**src/rtl/reservation_station.sv**
```systemverilog
// reservation_station: 4-entry operand-capturing station with single-issue ALU and registered result bus
module reservation_station (
   input  logic        clk,
   input  logic        rst,
   input  logic [4:0]  op_in,
   input  logic [31:0] value1_in,
   input  logic [31:0] value2_in,
   input  logic [2:0]  query1_in,
   input  logic [2:0]  query2_in,
   input  logic [2:0]  target_in,
   input  logic [2:0]  mem_num,
   input  logic [31:0] mem_value,
   output logic        rs_full,
   output logic [2:0]  alu_num,
   output logic [31:0] alu_value
);
   logic [3:0]  valid;
   logic [4:0]  op [4];
   logic [31:0] v1 [4];
   logic [31:0] v2 [4];
   logic [2:0]  q1 [4];
   logic [2:0]  q2 [4];
   logic [2:0]  tag [4];
   logic [3:0]  valid_next;
   logic [1:0]  issue_idx, disp_idx;
   logic        issue_en, disp_en, op_ok;
   logic [31:0] a, b, result;

   // A pending operand picks up a broadcast value; memory wins when both buses carry the tag.
   function automatic logic [34:0] resolve(input logic [2:0] q, input logic [31:0] v);
      if (q != 3'd0 && q == mem_num) return {3'd0, mem_value};
      if (q != 3'd0 && q == alu_num) return {3'd0, alu_value};
      return {q, v};
   endfunction

   // Opcode filter: only the supported encodings allocate an entry.
   always_comb begin
      case (op_in)
         5'b00000, 5'b00001, 5'b00010, 5'b00011, 5'b00100, 5'b00101,
         5'b00110, 5'b00111, 5'b01000, 5'b01001, 5'b01010, 5'b01011,
         5'b01100, 5'b01101, 5'b10001, 5'b11010, 5'b11011: op_ok = 1'b1;
         default: op_ok = 1'b0;
      endcase
   end

   // Lowest-index ready entry issues; lowest-index slot free at cycle start takes a dispatch.
   always_comb begin
      issue_en  = 1'b0;
      issue_idx = 2'd0;
      disp_idx  = 2'd0;
      for (int i = 3; i >= 0; i--) begin
         if (valid[i] && q1[i] == 3'd0 && q2[i] == 3'd0) begin
            issue_en  = 1'b1;
            issue_idx = 2'(i);
         end
         if (!valid[i]) disp_idx = 2'(i);
      end
      disp_en    = op_ok && valid != 4'hF;
      valid_next = (valid & ~(issue_en ? 4'b0001 << issue_idx : 4'b0000))
                 | (disp_en ? 4'b0001 << disp_idx : 4'b0000);
   end

   // ALU for the issuing entry; branches yield 1 when taken.
   always_comb begin
      a = v1[issue_idx];
      b = v2[issue_idx];
      case (op[issue_idx])
         5'b00000: result = a + b;
         5'b00001: result = a & b;
         5'b00010: result = a | b;
         5'b00011: result = a << b[4:0];
         5'b00100: result = a >> b[4:0];
         5'b00101: result = {31'd0, $signed(a) < $signed(b)};
         5'b00110: result = {31'd0, a < b};
         5'b00111: result = 32'($signed(a) >>> b[4:0]);
         5'b01000: result = a - b;
         5'b01001: result = a ^ b;
         5'b01010: result = {31'd0, a == b};
         5'b01011: result = {31'd0, $signed(a) >= $signed(b)};
         5'b01100: result = {31'd0, a != b};
         5'b01101: result = {31'd0, a >= b};
         5'b10001: result = (a + b) & 32'hFFFF_FFFE;
         5'b11010: result = {31'd0, $signed(a) < $signed(b)};
         5'b11011: result = {31'd0, a < b};
         default:  result = 32'd0;
      endcase
   end

   // Entry state, wakeup, dispatch write, result register and full flag.
   always_ff @(posedge clk) begin
      if (rst) begin
         valid     <= 4'd0;
         alu_num   <= 3'd0;
         alu_value <= 32'd0;
         rs_full   <= 1'b0;
      end else begin
         valid   <= valid_next;
         rs_full <= $countones(valid_next) >= 3;
         alu_num <= issue_en ? tag[issue_idx] : 3'd0;
         if (issue_en) alu_value <= result;
         for (int i = 0; i < 4; i++) begin
            {q1[i], v1[i]} <= resolve(q1[i], v1[i]);
            {q2[i], v2[i]} <= resolve(q2[i], v2[i]);
         end
         if (disp_en) begin
            op[disp_idx]               <= op_in;
            tag[disp_idx]              <= target_in;
            {q1[disp_idx], v1[disp_idx]} <= resolve(query1_in, value1_in);
            {q2[disp_idx], v2[disp_idx]} <= resolve(query2_in, value2_in);
         end
      end
   end
endmodule

```
**config.mk**
```make
export PLATFORM = sky130hd
export DESIGN_NAME = reservation_station
export DESIGN_NICKNAME = d
export VERILOG_FILES = /design/src/rtl/reservation_station.sv
export SDC_FILE = /design/constraint.sdc
export NUM_CORES = 2
export LEC_CHECK = 0
export ABC_AREA = 0
export BUFFER_PORTS_ARGS = -buffer_cell sky130_fd_sc_hd__buf_2
export CAP_MARGIN = 10
export CORE_UTILIZATION = 55
export CTS_BUF_LIST = sky130_fd_sc_hd__clkbuf_16
export DETAILED_ROUTE_END_ITERATION = 12
export HOLD_SLACK_MARGIN = 0.05
export PLACE_DENSITY = 0.71
export SYNTH_ARGS = -nofsm -noshare
export SYNTH_HDL_FRONTEND = slang
export SYNTH_SLANG_ARGS = --single-unit
```
**constraint.sdc**
```tcl
create_clock -name clk -period 15.45 [get_ports clk]
set_clock_uncertainty 0.1 [all_clocks]
set_input_delay 1.545 -clock clk [delete_from_list [all_inputs] [get_ports clk]]
set_output_delay 1.545 -clock clk [all_outputs]
set_load 0.03 [all_outputs]
```
# Word-level counts from Yosys, hierarchy flattened
# Memory sizes are Yosys's and may differ from the RTL's. A register that Yosys moved wholly into a read port is not among the register bits.
# Cells that the tools add are included.
op_classes:
  add_sub_neg: 5
  order_cmp: 8
  eq_ne: 39
  shift: 5
  muxes: 142
  bitwise_logic: 9
  n_reduce_logical: 52
ops:
  columns: ["op", "n"]
  rows:
  - ["$mux W35", 52]
  - ["$pmux W32 S15", 1]
  - ["$bwmux W128", 2]
  - ["$mux W128", 2]
  - ["$mux W32", 5]
  - ["$bmux W32 S2", 2]
  - ["$demux W32 S2", 1]
  - ["$ge A32 B32 Y1", 2]
  - ["$lt A32 B32 Y1", 2]
  - ["$mux W1", 61]
  - ["$eq A3 B3 Y1", 20]
  - ["$add A32 B32 Y32", 1]
  - ["$and A32 B32 Y32", 1]
  - ["$eq A32 B32 Y1", 1]
  - ["$ne A32 B32 Y1", 1]
  - ["$or A32 B32 Y32", 1]
  - ["$shl A32 B5 Y32", 1]
  - ["$shr A32 B5 Y32", 1]
  - ["$sshr A32 B5 Y32", 1]
  - ["$sub A32 B32 Y32", 1]
  - ["$xor A32 B32 Y32", 1]
  - ["$eq A5 B4 Y1 const B", 6]
  - ["$logic_and A1 B1 Y1", 30]
  - ["$reduce_bool A3 Y1", 10]
  - ["25 further kinds", 54]
totals:
  reg_bits: 317
  mem_bits_rw: 32
  mem_bits_ro: 32
  inputBits: 115
  out_inout_bits: 36
  elab_cells: 282
  mem_count: 3
mem_list:
  columns: ["name", "words", "width", "read_ports", "rd_ports_with_merged_regs", "write_ports", "line", "text"]
  rows:
  - ["(name not given)", 32, 1, 1, 0, 0, "38", "case (op_in)"]
  - ["op", 4, 5, 1, 0, 1, "18", "logic [4:0] op [4];"]
  - ["tag", 4, 3, 1, 1, 1, "23", "logic [2:0] tag [4];"]

# Depth between registers and ports, before layout
depth:
  word_depth: 15
  ltp_mapped: 24
  depth_no_buf: 19

# Worst setup path after synthesis
# No wires, ideal clock.
synth_path:
  path_type: "input port to flip-flop"
  from: "input rst"
  to: "register q1[0] in the netlist's numbering (enable)"
  setup_ns: 2.392
  arrival_time_ns: 6.746
  t_required_ns: 12.958
  setup_slack_ns: 6.212
  path_stages: 1
  n_path_buf: 0
  cell_sequence: "clkinv_1"
synth_rtl:
  columns: ["item", "line", "text"]
  rows:
  - ["start: declaration", "4", "input logic rst,"]
  - ["end signal: indexed assignment", "102", "{q1[i], v1[i]} <= resolve(q1[i], v1[i]);"]
  - ["end signal: indexed assignment", "108", "{q1[disp_idx], v1[disp_idx]} <= resolve(query1_in, value1_in);"]
  - ["end: declaration", "21", "logic [2:0] q1 [4];"]
# No word-level cell between the ends.

# Final worst setup path
layout_path:
  from: "register q2[9] in the netlist's numbering"
  to: "register alu_value[28]"
layout_between:
  elab_chain_cells: 9
  elab_cells_between_ends: 40
  cone_classes: "2 x add/sub; 16 x eq/ne; 3 x shift; 9 x mux; 4 x bitwise; 5 x reduce/logical; 1 x memory"
layout_lines:
  columns: ["item", "line", "text"]
  rows:
  - ["start: declaration", "22", "logic [2:0] q2 [4];"]
  - ["start signal: indexed assignment", "103", "{q2[i], v2[i]} <= resolve(q2[i], v2[i]);"]
  - ["start signal: indexed assignment", "109", "{q2[disp_idx], v2[disp_idx]} <= resolve(query2_in, value2_in);"]
  - ["$logic_not A3 Y1 *", "52", "if (valid[i] && q1[i] == 3'd0 && q2[i] == 3'd0) begin"]
  - ["$logic_and A1 B1 Y1 *", "52", null]
  - ["$mux W2", "52", null]
  - ["$not A2 Y3 (not written as such)", "65, 66", null]
  - ["$bmux W32 S2, on equally long branches", "65, 66", null]
  - ["$mux W32, on equally long branches (2 in a row)", "65, 66", null]
  - ["$add A32 B32 Y32 (tied with other cells)", "68, 82", null]
  - ["$pmux W32 S15", "67", "case (op[issue_idx])"]
  - ["end signal: assignment", "100", "if (issue_en) alu_value <= result;"]
  - ["end: declaration", "15", "output logic [31:0] alu_value"]
# Mark *: on every way between the ends. The rest lies on a longest branch, timed or not. The select of a mux whose other input is x is not followed.
# A chain may end at the register's enable or synchronous reset.

==> results.toml <==
[status]
status = "finished, final reports clean"

[worst_setup_path]
r2r_end = "alu_value[28]"
r2r_slack_ps = 7660
cp_cell_sequence = "nor3_1 > nand4b_1 > nand3_2 > buf_4 > nor2_1 > nor4_4 > buf_4 > inv_2 > ha_1 > o21bai_1 > a31oi_1 > nor2_1 > o21ai_0 > a211oi_1 > nor3_1 > nor2_1 > o21ai_0 > mux2_2 > or4_1 > o31a_1"
rr_startpoint = "q2[9]"
worst-path-max-fanout = 46
path_class = "reg -> reg"
cp.buffers_inverters = 3
critPathTopFamily = "simple AND/OR/NAND/NOR gates"
reg2reg_depth = 20
end_kind = "register"
cp.required_ps = 15830
crit_arrival_ps = 8180
slowest_stage = "buf_4"
cpMostUsedCell = "nor2_1"
cp-start-kind = "register"
cpPeakStageDelay_ps = 700

[routing]
wire_per_inst_um = 28.3
ant_nets = 0
routed_wl_mm = 125
route.detailed.drc = 0
drt_iter0_markers = 4960
vias_per_cell = 7.08
num_vias = 31300
drt_first_pass_iters = 9

[sta]
slew_viol_final = 0
max_freq_mhz = 128
tightest_slew_ps = 1160
fin_crit_ps = 7790
hold_violations = 0
period_share_pct = 50.4
setup_tns_ps = 0
fin_ws_ps = 7660
setup_viol = 0
rsz0062_at_grt = "false"
maxSlewHeadroom_pct = 22.9

[clock_tree]
cts_setup_buffers = 0
hold_buffers = 0
clkTransAtPathRegs_ps = 60
cts_tree = "yes"
cts_buffer_depth = 3
clkSinkCount = 352
htree_levels = 2
cts_resized = 0
worstSkewPairLatency_ps = 600
numCtsBuffers = 43
cts_root_buf = "clkbuf_16"

[hold_path]
hold_end = "alu_num[2]"
hold_path.class = "reg -> reg"
hold_path_depth = 2
min_from = "tag[3][2]"

[global_route]
grt_pass1_vias = 27700
grt_max_degree = 92
globalRoute.totalOverflow = 0
grt_antenna_before_repair = 6
grt_pass1_wl_mm = 184
grt_use_total_pct = 42.2

[logic_synthesis]
synth_most_common_cell = "mux2i_1"
syn_nets = 3958
ys_types = 101
synth_edf_count = 312
synth_area_sq_mm = 0.0315
synth_common_cells = "mux2i_1 (472), nand2_1 (454), o21ai_0 (426)"
ys_warn_count = 0
synth_top_flop_cell = "edfxtp_1"
ys_seq_area_share_pct = 32.3
synth_area_leaders = "edfxtp_1 (30%), mux2i_1 (15%), o21ai_0 (6.8%), o211ai_1 (6.7%), nand2_1 (5.4%)"
netlist_instances = 3740
synth_top_area_share_pct = 29.7
avgSynthCellArea_sq_um = 8.43
synth_top_cell_by_area = "edfxtp_1"
ys_ff_latch = 352
synthArstFlopShare_pct = 0

[power]
power_frac_seq_pct = 33.9
swShare_pct = 38.8
pwr-share-clk_pct = 27.7
p_leak_nw = 15.1
internal_power_mw = 2.33
power_density_mw_per_mm2 = 113
peakVddDrop_v = 0.0000924
p_sw_mw = 1.48
pwr-share-comb_pct = 38.4

[floorplanning]
die_area_sq_mm = 0.0583
ios = 151
core-area_sq_mm = 0.0565
initial_core_util_pct = 55.8
fp.dieH_um = 241
fp.dieW_um = 241
row_count = 87

[placement]
dpl_cell_area_sq_mm = 0.0323
io_buffer_count = 150
post-place-ws_ps = 7990
place_hpwl_mm = 82.7
gp_congestion = 1.12
dp_cells = 4343

[final_layout]
final_area_sq_mm = 0.0338
fin_cells = 4426
finish.utilization_pct = 59.8
nNetsFinal = 3850
drive_above_1_share_pct = 10.3
syn_to_final_growth_pct = 7.10
num-fill-cells = 5114

[job]
cap_violations = 0
## layer usage
| metal | up-vias | track usage (%) | part of all wire, % | wire length (um) |
|---|---|---|---|---|
| met1 | 14800 | 61.1 | 40 | 50600 |
| li1 | 13800 | - | - | - |
| met3 | 305 | 12.6 | 15 | 18800 |
| met2 | 2411 | 58.2 | 41 | 50800 |
| met5 | - | 0 | 0.052 | 65 |
| met4 | 10 | 16.7 | 4.1 | 5130 |
## worst max-delay path by stage
stage                from            end  slack [ps]  depth (start not counted)
CTS                 q2[9]  alu_value[28]        7950                         20
floorplan             rst          q1[0]        6210                          1
global placement    q2[9]  alu_value[28]        8070                         20
detailed placement  q2[9]  alu_value[28]        7990                         20
global route        q2[9]  alu_value[28]        7470                         20
finish              q2[9]  alu_value[28]        7660                         20
## stage by stage
| stage | power [mW] | hold slack (ps) |
|---|---|---|
| global route | 3.96 | 436 |
| detailed placement | 2.70 | 401 |
| CTS | 3.75 | 414 |
| global placement | 2.70 | 386 |
| floorplan | 2.31 | 371 |
| finish | 3.81 | 411 |
## sequential cells by signal (all words and copies together), names as in the netlist
signal,count
v1,128
v2,128
valid,4
op,20
alu_value,32
q1,12
tag,12
alu_num,3
rs_full,1
q2,12
## worst reg2reg max path, delay by kind of cell (launching register included)
family / cells / cell delay [ps]
fa+ha+maj: 1 / 370
flops: 1 / 460
buf+inv: 3 / 1620
compound gates: 6 / 1560
simple gates: 9 / 3230
mux: 1 / 350
## cell type report
| class | count | area [sq um] | area share, % |
|---|---|---|---|
| antenna | 3 | 7.51 | 0.0222 |
| clock buffer | 43 | 1080 | 3.19 |
| clock inverter | 37 | 353 | 1.05 |
| inverter | 99 | 382 | 1.13 |
| multi-input combinational | 2909 | 19500 | 57.8 |
| sequential | 352 | 10200 | 30.1 |
| tap | 756 | 946 | 2.80 |
| timing repair buffer | 227 | 1330 | 3.94 |
## cell families (layout without fill, tap and decap cells)
kind of cell             Yosys count  count (layout)  synth area share (%)
AO/OA/AOI/OAI                   1275            1275                  26.5
other                              0               3                     0
buffers and inverters            479             406                  6.12
adder cells (fa/ha/maj)          103             103                  4.16
flip-flops                       352             352                  32.3
AND/OR/NAND/NOR                 1008            1008                  14.6
multiplexers                     475             475                  15.1
XOR/XNOR                          48              48                  1.33
## power by group through the flow
stage	logic, mW	registers (mW)	clock network (mW)
3_5_place_dp	1.40	1.30	0
4_1_cts	1.41	1.29	1.06
5_1_grt	1.57	1.30	1.09
3_3_place_gp	1.40	1.30	0
2_1_floorplan	1.03	1.28	0
6_report	1.46	1.29	1.05
## cells in the final DEF, fill, tap and decap left out, types with 18 or more instances in the layout
| master | count |
|---|---|
| mux2i_1 | 472 |
| nand2_1 | 453 |
| o21ai_0 | 426 |
| edfxtp_1 | 312 |
| o211ai_1 | 281 |
| nor2_1 | 246 |
| buf_2 | 150 |
| a21oi_1 | 149 |
| inv_1 | 109 |
| ha_1 | 100 |
| buf_4 | 77 |
| o22ai_1 | 73 |
| nor3_1 | 72 |
| nand3_1 | 71 |
| clkbuf_16 | 43 |
| xor2_1 | 41 |
| a211oi_1 | 41 |
| dfxtp_1 | 40 |
| o21a_1 | 37 |
| a221oi_1 | 36 |
| a31oi_1 | 25 |
| o21bai_1 | 21 |
| a22oi_1 | 20 |
| and2_1 | 19 |
| or3_2 | 19 |
| nor3_2 | 18 |
(Power assumes the default switching activity.)
